File: src/rtl/seg_scan_drv.sv
// seg_scan_drv: multiplexed seven-segment scan driver for up to 8 hex digits.
// A rising edge on clk_1khz steps the scan by one digit. Every step first
// holds all digits off for BLANK_CYC clocks (anti-ghosting) and then enables
// the new digit. The displayed value is latched once per frame, at the wrap
// back to digit 0. All outputs come straight from registers.
// Optional feature: define SEG_LZB_EN for leading-zero blanking.
module seg_scan_drv #(
  parameter int DIGITS         = 8,
  parameter int BLANK_CYC      = 54,
  parameter bit COM_ACTIVE_LOW = 1'b1,
  parameter bit SEG_ACTIVE_LOW = 1'b1
) (
  input  logic        clk,
  input  logic        rstn,
  input  logic        clk_1khz,
  input  logic        en,
  input  logic [31:0] data,
  input  logic [7:0]  dp,
  output logic [7:0]  seg_sel,
  output logic [7:0]  seg_data
);

  typedef enum logic [1:0] {
    IDLE  = 2'd0,
    BLANK = 2'd1,
    SHOW  = 2'd2
  } state_t;

  localparam logic [7:0] SEL_OFF   = COM_ACTIVE_LOW ? 8'hFF : 8'h00;
  localparam logic [7:0] SEG_OFF   = SEG_ACTIVE_LOW ? 8'hFF : 8'h00;
  localparam logic [2:0] IDX_LAST  = 3'(DIGITS - 1);
  localparam logic [7:0] BCNT_LOAD = 8'(BLANK_CYC - 1);

  state_t      state;
  state_t      state_n;
  logic [2:0]  idx;
  logic [2:0]  idx_n;
  logic [7:0]  bcnt;
  logic [7:0]  bcnt_n;
  logic        latch;
  logic        clk_1khz_d;
  logic        armed;
  logic        tick;
  logic [31:0] data_r;
  logic [7:0]  dp_r;
  logic [4:0]  nib_base;
  logic [3:0]  nib;
  logic [6:0]  glyph;
  logic [7:0]  sel_n;
  logic [7:0]  seg_n;

  // Active-high glyph for one hex nibble, segments {g,f,e,d,c,b,a}
  function automatic logic [6:0] hex7(input logic [3:0] n);
    logic [6:0] g;
    case (n)
      4'h0:    g = 7'h3F;
      4'h1:    g = 7'h06;
      4'h2:    g = 7'h5B;
      4'h3:    g = 7'h4F;
      4'h4:    g = 7'h66;
      4'h5:    g = 7'h6D;
      4'h6:    g = 7'h7D;
      4'h7:    g = 7'h07;
      4'h8:    g = 7'h7F;
      4'h9:    g = 7'h6F;
      4'hA:    g = 7'h77;
      4'hB:    g = 7'h7C;
      4'hC:    g = 7'h39;
      4'hD:    g = 7'h5E;
      4'hE:    g = 7'h79;
      default: g = 7'h71;
    endcase
    return g;
  endfunction

  // The strobe must be seen low once after reset before a rising edge counts,
  // so releasing reset while clk_1khz is high never fakes a tick.
  assign tick = clk_1khz & ~clk_1khz_d & armed;

  // Strobe edge detector: delayed copy of clk_1khz plus the post-reset arm flag
  always_ff @(posedge clk or negedge rstn) begin
    if (!rstn) begin
      clk_1khz_d <= 1'b0;
      armed      <= 1'b0;
    end else begin
      clk_1khz_d <= clk_1khz;
      armed      <= 1'b1;
    end
  end

  // Next-state logic: enable drop wins, otherwise step on ticks and count the gap
  always_comb begin
    state_n = state;
    idx_n   = idx;
    bcnt_n  = bcnt;
    latch   = 1'b0;
    if (!en) begin
      state_n = IDLE;
      idx_n   = 3'd0;
      bcnt_n  = 8'd0;
    end else begin
      case (state)
        IDLE: begin
          if (tick) begin
            idx_n   = 3'd0;
            latch   = 1'b1;
            bcnt_n  = BCNT_LOAD;
            state_n = BLANK;
          end
        end
        BLANK: begin
          if (bcnt == 8'd0) begin
            state_n = SHOW;
          end else begin
            bcnt_n = bcnt - 8'd1;
          end
        end
        SHOW: begin
          if (tick) begin
            if (idx == IDX_LAST) begin
              idx_n = 3'd0;
              latch = 1'b1;
            end else begin
              idx_n = idx + 3'd1;
            end
            bcnt_n  = BCNT_LOAD;
            state_n = BLANK;
          end
        end
        default: begin
          state_n = IDLE;
          idx_n   = 3'd0;
        end
      endcase
    end
  end

  // Scan state, digit index and blank-gap counter
  always_ff @(posedge clk or negedge rstn) begin
    if (!rstn) begin
      state <= IDLE;
      idx   <= 3'd0;
      bcnt  <= 8'd0;
    end else begin
      state <= state_n;
      idx   <= idx_n;
      bcnt  <= bcnt_n;
    end
  end

  // Frame latch: display value is captured only when the scan restarts at digit 0
  always_ff @(posedge clk or negedge rstn) begin
    if (!rstn) begin
      data_r <= 32'd0;
      dp_r   <= 8'd0;
    end else if (latch) begin
      data_r <= data;
      dp_r   <= dp;
    end
  end

  assign nib_base = {idx, 2'b00};
  assign nib      = data_r[nib_base +: 4];

`ifdef SEG_LZB_EN
  logic [7:0] lzb_mask;
  logic       zero_run;

  // Leading-zero mask: a digit is blank while it and every digit above it is 0
  always_comb begin
    lzb_mask = 8'd0;
    zero_run = 1'b1;
    for (int k = 7; k >= 1; k--) begin
      if (k < DIGITS) begin
        zero_run    = zero_run & (data_r[4*k +: 4] == 4'h0);
        lzb_mask[k] = zero_run;
      end
    end
  end

  assign glyph = lzb_mask[idx] ? 7'h00 : hex7(nib);
`else
  assign glyph = hex7(nib);
`endif

  // Output image for the current state, in board polarity
  always_comb begin
    sel_n = SEL_OFF;
    seg_n = SEG_OFF;
    if (state == SHOW) begin
      sel_n = 8'h01 << idx;
      seg_n = {dp_r[idx], glyph};
      if (COM_ACTIVE_LOW) begin
        sel_n = ~sel_n;
      end
      if (SEG_ACTIVE_LOW) begin
        seg_n = ~seg_n;
      end
    end
  end

  // Output registers: the pins lag the scan state by one clock
  always_ff @(posedge clk or negedge rstn) begin
    if (!rstn) begin
      seg_sel  <= SEL_OFF;
      seg_data <= SEG_OFF;
    end else begin
      seg_sel  <= sel_n;
      seg_data <= seg_n;
    end
  end

endmodule
File: config.mk
export PLATFORM = sky130hd
export DESIGN_NAME = seg_scan_drv
export DESIGN_NICKNAME = d
export VERILOG_FILES = /design/src/rtl/seg_scan_drv.sv
export SDC_FILE = /design/constraint.sdc
export NUM_CORES = 1
export LEC_CHECK = 0
export CORE_UTILIZATION = 35
export CTS_CLUSTER_SIZE = 10
export DETAILED_ROUTE_END_ITERATION = 7
export PLACE_DENSITY_LB_ADDON = 0.12
export SLEW_MARGIN = 15
export SYNTH_ARGS = -nofsm -noshare
export SYNTH_HDL_FRONTEND = slang
export SYNTH_SLANG_ARGS = --single-unit
File: constraint.sdc
create_clock -name clk -period 2.1 [get_ports clk]
set_input_delay 0.315 -clock clk [delete_from_list [all_inputs] [get_ports clk]]
set_output_delay 0.315 -clock clk [all_outputs]
set_load 0.03 [all_outputs]
==> reports/qor.yml <==
place:
  io_buffers: 59
  dp.cells: 469
  pre_cts_ws_ns: -0.0394
  dp_hpwl_mm: 4.91
  gp_congestion: 0.775
cts:
  cts-root-buf: "clkbuf_8"
  clkSlewWorstSetupHoldPaths_ns: 0.08
  clk_latency_ns: 0.34
  numCtsBuffers: 9
  cts-htree-levels: 3
  cts_tree: "done"
  cts.sinks: 71
  cts_buffer_depth: 2
logic_synthesis:
  syn_avg_cell_area_um2: 12.6
  ys.flop_type: "dfrtp_1"
  synth_fp_nets: 329
  async_reset_ff_frac: 1.00
  yosysWarnings: 0
  synth_cell_types: 47
  synthCells: 272
  yosysSeqAreaShare: 0.524
  syn-cell-area_um2: 3430
  synth_edf_count: 0
  ys_ff_latch: 71
floorplanning:
  start_util: 0.366
  die_height_um: 101
  die_x_um: 101
  rows: 35
  dieArea_um2: 10200
  core_area_um2: 9370
  io_pins: 60
timing:
  finalCritPeriodShare: 0.977
  drv_slew: 0
  fin_worst_skew_ns: 0.0107
  setup_ws_ns: 0.0480
  rsz0062_at_grt: "yes"
  hold_viol_final: 0
  max_freq_ghz: 0.487
  fin_setup_tns_ns: 0
  setup_viol_count_final: 0
  fin_crit_ns: 2.05
worst_setup_path:
  worstRegToRegCells: 8
  reg2reg_slack_ns: 0.05
  r2r_start: "idx[1]"
  critPathKind: "reg -> reg"
  end_kind: "flip-flop"
  crit_end: "seg_data[3]"
  critPathLaunch: "idx[1]"
  start_kind: "flip-flop"
  path_max_fanout: 7
  worstPathRequired_ns: 2.37
  crit_arrival_ns: 2.32
  r2r-end: "seg_data[3]"
run_status:
  status: "finished clean"
cells_and_area:
  instances_no_fill: 489
  drive_above_1_share: 0.319
  nNetsFinal: 412
  antenna_cells: 0
  area_growth_pct: 33.2
grt:
  track_usage: 0.150
  antenna_found_initial: 0
  grt_pass1_vias: 2375
  grt_pass1_wl_mm: 11.6
  grt_start_max_net_pins: 72
  gr-total-overflow: 0
routing:
  drc_errors: 0
  ant_nets: 0
  first_pass_iters: 4
  wirelength_mm: 6.91
  drt_iter0_drc: 59
  wl_per_cell_um: 14.1
  routed_via_density: 4.83
  vias: 2362
power:
  intPower_w: 0.00261
  power.density_nw_per_um2: 784
  power_w: 0.00358
  seq_power_share: 0.475
  switchingPower_w: 0.000968
  power_frac_clock: 0.296
  combPwrFrac: 0.229
  p_leak_nw: 1.95
  swShare: 0.270
  ir_worst_vdd_v: 0.000369
hold_path:
  hold_class: "in -> reg"
flow_run:
  cap_violations: 0
worst max-delay path, cell delays in order (launching register included):
cell,delay [ns]
dfrtp_2,0.47
buf_6,0.13
mux4_2,0.50
nand2_2,0.08
and2_4,0.14
inv_1,0.07
ha_2,0.20
mux2_2,0.26
a2bb2oi_1,0.14
synth_stat cells, drive strengths merged, types with 2 or more instances:
master	instances	area (µm²)
o221ai	3	26.3
nand2b	4	25.0
nor3	4	20.0
dfrtp	55	1380
a311oi	2	17.5
mux4	8	191
inv	10	37.5
nand3b	5	37.5
nand2	18	67.6
nand3	5	25.0
or3	2	12.5
clkbuf	5	18.8
mux2	46	522
and2	2	12.5
buf	7	50.1
a22oi	2	15.0
dfstp	16	420
o31ai	2	15.0
nor2	19	71.3
a2bb2oi	2	17.5
ha	13	163
a21oi	11	55.1
o21ai	4	20.0
mux2i	7	70.1
nor2b	4	25.0
power groups by stage:
stage               clock (W)  sequential (W)  combinational (W)
floorplan                   0         0.00169           0.000522
global placement            0         0.00173           0.000771
detailed placement          0         0.00173           0.000784
CTS                   0.00110         0.00170           0.000787
global route          0.00116         0.00173           0.000906
finish                0.00106         0.00170           0.000820
kinds of logic after synthesis:
family                     Yosys count  share of synthesized area
DFF                                 71                      0.524
xor gates and xnor gates             1                    0.00255
muxes                               61                      0.228
buffers and inverters               23                     0.0321
other                                1                    0.00109
and+or+nand+nor                     69                     0.0992
adders and majority gates           13                     0.0474
AOI/OAI and AO/OA                   33                     0.0653
sequential cells by signal, indices dropped and copies added (netlist names):
signal	flops
armed	1
bcnt	8
clk_1khz_d	1
data_r	32
dp_r	8
idx	3
seg_data	8
seg_sel	8
state	2
cell type report:
type                       instances  area [µm²]
sequential                        71        1800
inverter                          11        41.3
multi-input combinational        178        1550
fill                             896        4800
tap                              129         161
clock inverter                     6        61.3
timing repair buffer              84         825
clock buffer                      10         128
placed cells by master (no fill, tap or decap), types with 3 or more instances in the layout:
cell,instances
mux4_2,5
o21ai_0,3
nor3_1,4
nand3_1,4
mux2_2,43
nand2b_1,4
mux4_1,3
dfrtp_1,53
buf_6,3
dfstp_2,16
a21oi_1,11
buf_4,18
clkbuf_8,9
nand3b_1,5
o221ai_1,3
inv_1,8
mux2i_1,7
nor2_1,19
buf_12,3
nor2b_1,4
clkdlybuf4s50_1,58
nand2_1,17
ha_1,10
worst min path at each step:
| stage | start | to | slack (ns) | cells past startpoint |
|---|---|---|---|---|
| after CTS | rstn | dp_r[6] | 0.005 | 2 |
| after global placement | rstn | bcnt[5] | 0.37 | 2 |
| after detailed placement | rstn | bcnt[2] | 0.37 | 2 |
| final | clk_1khz | clk_1khz_d | 0.45 | 1 |
| after floorplan | rstn | armed | 0.02 | 0 |
| after global routing | clk_1khz | clk_1khz_d | 0.42 | 1 |
routing by layer:
metal / vias to the layer above / GRT usage / part of all wire
met4: 0 / 0.0468 / 0.0085
li1: 1136 / - / -
met3: 6 / 0.0402 / 0.039
met1: 1171 / 0.211 / 0.50
met5: - / 0 / 0
met2: 49 / 0.224 / 0.45
per-stage QoR:
step / utilization / hold slack [ns] / instance area, µm²
3_5_place_dp: 0.460 / 0.374 / 4310
2_1_floorplan: - / 0.0194 / 3430
6_report: 0.488 / 0.452 / 4570
4_1_cts: 0.482 / 0.00503 / 4520
3_3_place_gp: 0.460 / 0.372 / 4310
5_1_grt: 0.488 / 0.423 / 4570
repair_timing:
action	in CTS	in global routing
hold endpoints to repair	0	4
resized for setup	0	12
endpoints found under the setup margin	2	7
buffers inserted	3	0
hold buffers	0	1
No activity file was read; power rests on OpenSTA's default activity.
